### src/rtl/i2s_adc_receiver_if.sv
// i2s_adc_receiver_if
//   Parallel-sample side of the ADC receiver. One stereo frame is offered
//   at a time.
//   left_sample  : last accepted left word
//   right_sample : last accepted right word
//   out_valid    : frame held, waiting for the consumer
//   out_ready    : consumer takes the frame in the cycle both are high
//   master = receiver (produces samples), slave = consumer.
`timescale 1ns/1ps
interface i2s_adc_receiver_if #(
    parameter int DATA_WIDTH = 16
);
    logic [DATA_WIDTH-1:0] left_sample;
    logic [DATA_WIDTH-1:0] right_sample;
    logic                  out_valid;
    logic                  out_ready;

    modport master (
        output left_sample,
        output right_sample,
        output out_valid,
        input  out_ready
    );

    modport slave (
        input  left_sample,
        input  right_sample,
        input  out_valid,
        output out_ready
    );
endinterface

### src/rtl/i2s_adc_receiver.sv
// i2s_adc_receiver
//   Capture side of the codec serial link. The BCLK, ADCLRCK and ADCDAT pins
//   are brought into the clk domain, the left and right words are
//   deserialised MSB first, and each complete left+right pair is offered
//   on the bus with a valid/ready handshake.
//   clk           : system clock, at least 8x BCLK
//   reset         : synchronous, active high
//   enable        : receiver run; low parks the FSM in IDLE
//   aud_bclk      : codec bit clock (asynchronous)
//   aud_adclrck   : channel select, 0 = left, 1 = right (asynchronous)
//   aud_adcdat    : serial data (asynchronous)
//   clear_overrun : one-cycle pulse, clears overrun
//   overrun       : sticky, a complete frame was dropped
//   bus           : left_sample / right_sample / out_valid / out_ready
//
//   state    | meaning
//   ---------+--------------------------------------------------------
//   IDLE     | waiting for an LRCK transition to align to a slot
//   SHIFT    | shifting data bits of the current slot into shreg
//   HOLD     | word committed, ignoring the rest of the slot
`timescale 1ns/1ps
module i2s_adc_receiver #(
    parameter int DATA_WIDTH = 16,
    parameter int I2S_MODE   = 1
) (
    input  logic clk,
    input  logic reset,
    input  logic enable,
    input  logic aud_bclk,
    input  logic aud_adclrck,
    input  logic aud_adcdat,
    input  logic clear_overrun,
    output logic overrun,
    i2s_adc_receiver_if.master bus
);

    localparam int CW = $clog2(DATA_WIDTH + 1);
    localparam logic [CW-1:0] CNT_LAST = CW'(DATA_WIDTH - 1);

    localparam logic [1:0] ST_IDLE  = 2'd0;
    localparam logic [1:0] ST_SHIFT = 2'd1;
    localparam logic [1:0] ST_HOLD  = 2'd2;

    // [1:0] form the two-flop synchroniser, [2] is the previous value.
    // LRCK and DAT get the same depth so they line up with bclk_rise.
    logic [2:0] bclk_sr;
    logic [2:0] lr_sr;
    logic [2:0] dat_sr;
    logic       bclk_rise;

    logic       lr_q;
    logic [1:0] state;
    logic [CW-1:0] cnt;
    logic [DATA_WIDTH-2:0] shreg;
    logic       chan;
    logic       got_left;
    logic [DATA_WIDTH-1:0] hold_left;

    logic [DATA_WIDTH-1:0] left_q;
    logic [DATA_WIDTH-1:0] right_q;
    logic       valid_q;
    logic       overrun_q;

    logic       lr_s;
    logic       dat_s;
    logic       lr_edge;
    logic       shift_bit;
    logic [DATA_WIDTH-1:0] word;

    assign lr_s      = lr_sr[2];
    assign dat_s     = dat_sr[2];
    assign lr_edge   = bclk_rise && (lr_s != lr_q);
    assign shift_bit = (state == ST_SHIFT) && bclk_rise && !lr_edge;
    assign word      = {shreg, dat_s};

    assign bus.left_sample  = left_q;
    assign bus.right_sample = right_q;
    assign bus.out_valid    = valid_q;
    assign overrun          = overrun_q;

    always_ff @(posedge clk) begin
        if (reset) begin
            bclk_sr   <= '0;
            lr_sr     <= '0;
            dat_sr    <= '0;
            bclk_rise <= 1'b0;
            lr_q      <= 1'b0;
        end else begin
            bclk_sr   <= {bclk_sr[1:0], aud_bclk};
            lr_sr     <= {lr_sr[1:0], aud_adclrck};
            dat_sr    <= {dat_sr[1:0], aud_adcdat};
            bclk_rise <= bclk_sr[1] && !bclk_sr[2];
            // Track LRCK even while disabled so re-enable aligns on a real edge.
            if (bclk_rise) begin
                lr_q <= lr_s;
            end
        end
    end

    always_ff @(posedge clk) begin
        if (reset) begin
            state     <= ST_IDLE;
            cnt       <= '0;
            shreg     <= '0;
            chan      <= 1'b0;
            got_left  <= 1'b0;
            hold_left <= '0;
            left_q    <= '0;
            right_q   <= '0;
            valid_q   <= 1'b0;
            overrun_q <= 1'b0;
        end else begin
            if (clear_overrun) begin
                overrun_q <= 1'b0;
            end
            if (valid_q && bus.out_ready) begin
                valid_q <= 1'b0;
            end

            if (!enable) begin
                state    <= ST_IDLE;
                cnt      <= '0;
                shreg    <= '0;
                got_left <= 1'b0;
            end else if (lr_edge) begin
                chan  <= lr_s;
                state <= ST_SHIFT;
                // An edge while still shifting means the slot was short.
                if (state == ST_SHIFT) begin
                    got_left <= 1'b0;
                end
                if (I2S_MODE != 0) begin
                    // Standard I2S: this bit still belongs to the previous slot.
                    cnt   <= '0;
                    shreg <= '0;
                end else begin
                    cnt   <= CW'(1);
                    shreg <= {{(DATA_WIDTH-2){1'b0}}, dat_s};
                end
            end else if (shift_bit) begin
                shreg <= word[DATA_WIDTH-2:0];
                cnt   <= cnt + 1'b1;
                if (cnt == CNT_LAST) begin
                    state <= ST_HOLD;
                    if (!chan) begin
                        hold_left <= word;
                        got_left  <= 1'b1;
                    end else if (got_left) begin
                        got_left <= 1'b0;
                        if (!valid_q || bus.out_ready) begin
                            left_q  <= hold_left;
                            right_q <= word;
                            valid_q <= 1'b1;
                        end else begin
                            // Set is ordered after the clear so it wins.
                            overrun_q <= 1'b1;
                        end
                    end
                end
            end
        end
    end

endmodule

### src/flat_wrapper.sv
// flat-port wrapper written by rule: the top's interface ports become plain ports
module i2s_adc_receiver_flat 
#(
    parameter int DATA_WIDTH = 16,
    parameter int I2S_MODE   = 1
)
  (clk, reset, enable, aud_bclk, aud_adclrck, aud_adcdat, clear_overrun, overrun, bus_left_sample, bus_right_sample, bus_out_valid, bus_out_ready);
  i2s_adc_receiver_if #(.DATA_WIDTH(DATA_WIDTH)) bus_i ();
  input  logic clk;
  input  logic reset;
  input  logic enable;
  input  logic aud_bclk;
  input  logic aud_adclrck;
  input  logic aud_adcdat;
  input  logic clear_overrun;
  output logic overrun;
  output wire logic [$bits(bus_i.left_sample)-1:0] bus_left_sample;
  output wire logic [$bits(bus_i.right_sample)-1:0] bus_right_sample;
  output wire logic [$bits(bus_i.out_valid)-1:0] bus_out_valid;
  input wire logic [$bits(bus_i.out_ready)-1:0] bus_out_ready;
  assign bus_left_sample = bus_i.left_sample;
  assign bus_right_sample = bus_i.right_sample;
  assign bus_out_valid = bus_i.out_valid;
  assign bus_i.out_ready = bus_out_ready;
  i2s_adc_receiver #(.DATA_WIDTH(DATA_WIDTH), .I2S_MODE(I2S_MODE)) u_core (.clk(clk), .reset(reset), .enable(enable), .aud_bclk(aud_bclk), .aud_adclrck(aud_adclrck), .aud_adcdat(aud_adcdat), .clear_overrun(clear_overrun), .overrun(overrun), .bus(bus_i));
endmodule
### config.mk
export PLATFORM = sky130hd
export DESIGN_NAME = i2s_adc_receiver_flat
export DESIGN_NICKNAME = d
export VERILOG_FILES = /design/src/rtl/i2s_adc_receiver_if.sv /design/src/rtl/i2s_adc_receiver.sv /design/src/flat_wrapper.sv
export SDC_FILE = /design/constraint.sdc
export NUM_CORES = 1
export LEC_CHECK = 0
export ABC_CLOCK_PERIOD_IN_PS = 2200
export CAP_MARGIN = 5
export CORE_ASPECT_RATIO = 1.2
export CORE_UTILIZATION = 35
export CTS_BUF_LIST = sky130_fd_sc_hd__clkbuf_4
export CTS_CLUSTER_SIZE = 16
export DETAILED_ROUTE_END_ITERATION = 7
export GPL_TIMING_DRIVEN = 0
export HOLD_SLACK_MARGIN = 0.06
export PLACE_DENSITY = 0.52
export SYNTH_ARGS = -nofsm -noshare
export SYNTH_HDL_FRONTEND = slang
export SYNTH_SLANG_ARGS = --single-unit
### constraint.sdc
create_clock -name clk -period 2.2 [get_ports clk]
set_input_delay 0.66 -clock clk [delete_from_list [all_inputs] [get_ports clk]]
set_output_delay 0.66 -clock clk [all_outputs]
set_load 0.01 [all_outputs]
==> out/results.txt <==
RSZ-0062 raised after global routing = false
Sequential Power Share = 58.6%
P_int = 2057 µW
Sw Share = 22.20%
Vias in the first global route = 2495
Total number of vias = 2592
Post-synthesis sequential element count = 85
Startpoint types = flip-flop
Hold Crit Depth = 1
Clock net sink count = 85
Hold crit path type = flip-flop to flip-flop
CP max stage delay = 0.52 ns
Period Utilization, post-route = 91.75%
Hold Vio Cnt, Final = 0
Most used DFF post-synth = dfxtp_1
I/O pin total = 42
Port Buffer Count = 40
Critical Path AT = 2.33 ns
Combinational power share = 2.1%
Grt total ovfl = 0
Crit-path cells = ha_1 > and3_1 > ha_1 > nand2_2 > or4_4 > buf_6 > o21ai_1 > a21oi_1
Aggregate routed wire length = 7.353 mm
CP required = 2.51 ns
Slew HR = 65.22%
CTS buffer count = 9
Die area = 9383 µm²
Post-route ant nets = 0
Initial Utilization = 36.38%
Yosys warnings = 0
Tightest Pin Transition = 0.5216 ns
Initial antenna violation count = 0
Async SR Flop Fraction = 0%
Cell variety after synth = 32
Crit path capture type = flip-flop
First-pass GRT wire length = 12.24 mm
Sequential share of the synthesized area = 54.03%
Post-CTS Hold Fix Bufs = 0
Antenna fix cells = 0
CP max stage cell = or4_4
DR iter-0 viols = 114
Most common cell after layout, fill and taps aside = dfxtp_1
Fmax = 495.4 MHz
Die Ht = 105.9 µm
Worst skew pair latency = 0.43 ns
Core ar. = 8657 µm²
Slew Limit Fails = 0
Max-cap viol count = 0
Max VDD drop = 0.3697 mV
H-Tree Level Count = 3
WHS = 0.3938 ns
FF-to-FF path depth = 8
DRC = 0
Mapped Avg Cell Area = 8.581 µm²
P_sw = 586.8 µW
Status = finished clean
Proportion of layout cells with a drive suffix above 1 = 10.17%
Std-Cell Rows = 37
CTS tree = built
Cells after Synth = 367
Pin count of the biggest net entering global routing = 15
Min Tclk post-route = 2.019 ns
CTS Root Cell = clkbuf_4
Setup Skew = 0.01201 ns
Yosys top cell area share = 54.03%
Overall power = 2643 µW
Syn_nets = 377
Synth area leaders = dfxtp_1 (54%), a21oi_1 (11%), nand2_1 (7.9%)
Synth Cell Area = 3149 µm²
Area added between synthesis and finish = 23.20%
Clock share of power = 39.3%
Pwr/cell area = 681.3 nW/µm²
Detail Placement HPWL = 5.249 mm
Number of detailed-route iterations in the first pass = 4
Worst Path Class, Setup = flip-flop to flip-flop
Synth area leader = dfxtp_1
Most frequent cells in the layout = dfxtp_1 (83), a21oi_1 (68), nand2_1 (65)
Routed len/inst = 13.62 µm
Width of the die = 88.59 µm
Most frequent CP cell = ha_1
Max FO, Critical Path = 10
Leakage = 0.001232 µW
Final setup TNS = 0 ns
Worst slack, placed = -0.3453 ns
Final setup viols = 0
GP Congestion = 0.7590
Clk buf depth = 2
Post-synth EDFFs = 0
Via-to-Cell Ratio = 4.800
Clock transition at the registers of the reported paths = 0.14 ns
Total Nets Final = 428
All-layer global routing usage = 17.26%
Final setup margin = 0.1815 ns
==> final cells by class <==
cell class | instances | area [µm²]
inverter | 3 | 11.26
clock buffer | 11 | 82.58
buffer | 29 | 155.1
fill | 925 | 4777
tap | 117 | 146.4
timing repair buffer | 41 | 407.9
multi-input combinational | 249 | 1289
clock inverter | 5 | 83.83
sequential | 85 | 1704
==> metal layers <==
metal  up-vias  part of all wire, %  global-route usage (%)
met3         9                  2.8                   3.727
li1       1350                    -                       -
met2        38                   49                   27.97
met1      1195                   46                   22.09
met5         -                    0                       0
met4         0                  1.9                   6.797
==> synth_stat cells (3+ instances only) <==
library cell	n
dfxtp_1	85
a21oi_1	68
nand2_1	66
nand3_1	34
o21ai_1	27
clkbuf_1	16
nor2b_1	12
buf_2	9
nor2_1	9
buf_6	4
nor3_1	4
o21ai_0	4
inv_1	3
xnor2_1	3
==> state kept, by name (all words and copies together), names as in the netlist <==
signal and flops:
u_core.got_left 1, u_core.bus.out_valid 1, u_core.dat_sr 3, u_core.state 2, u_core.bclk_rise 1, u_core.shreg 15
u_core.lr_q 1, u_core.cnt 5, u_core.overrun 1, u_core.bus.right_sample 16, u_core.lr_sr 3, u_core.chan 1
u_core.bus.left_sample 16, u_core.hold_left 16, u_core.bclk_sr 3
==> power groups by stage <==
stage / Combinational (µW) / Sequential, µW / Clock, µW
2_1_floorplan: 31.3 / 1580 / 0
3_3_place_gp: 55.5 / 1580 / 0
6_report: 55.1 / 1550 / 1040
5_1_grt: 61.1 / 1550 / 1130
4_1_cts: 56.1 / 1550 / 1070
3_5_place_dp: 56.1 / 1580 / 0
==> path summary, 6_finish.rpt <==
path | slack [ns] | start | to
max | 0.18 | u_core.cnt[0]$_SDFFE_PP0P_ | u_core.bus.left_sample[4]$_SDFFE_PP0P_
min | 0.39 | u_core.bclk_sr[2]$_SDFF_PP0_ | u_core.bclk_rise$_SDFF_PP0_
max reg2reg | 0.18 | u_core.cnt[0]$_SDFFE_PP0P_ | u_core.bus.left_sample[4]$_SDFFE_PP0P_
min reg2reg | 0.39 | u_core.bclk_sr[2]$_SDFF_PP0_ | u_core.bclk_rise$_SDFF_PP0_
==> logic make-up (layout without fill, tap and decap cells) <==
group                    Yosys count  in the layout  synth area share (%)
flip-flops                        85             85                 54.03
buffers and inverters             33             89                 5.244
adder cells (fa/ha/maj)            2              2                0.7945
AO/OA/AOI/OAI                    104            104                 17.08
XOR/XNOR                           4              4                 1.113
multiplexers                       2              2                0.6357
AND/OR/NAND/NOR                  137            137                 21.10
==> worst max-delay path, delay by kind of cell (launching register included) <==
family	cells	cell delay (ns)
AO/OA/AOI/OAI	2	0.20
adder cells (fa/ha/maj)	2	0.35
buffers and inverters	1	0.18
flip-flops	1	0.37
AND/OR/NAND/NOR	3	0.80
==> per-stage QoR <==
stage                     utilization [%]  instance area, µm²  instances
after floorplan                         -                3149        367
after global placement              42.69                3696        524
after detailed placement            42.69                3696        524
after CTS                           44.62                3862        539
after global routing                44.82                3880        540
final                               44.82                3880        540
==> repair_timing <==
action	in CTS	in global routing
gates resized for setup	1	5
setup buffers	0	1
endpoints found under the setup margin	10	39
pin swaps	0	1
Note: power is estimated with default switching activity, not from simulation.
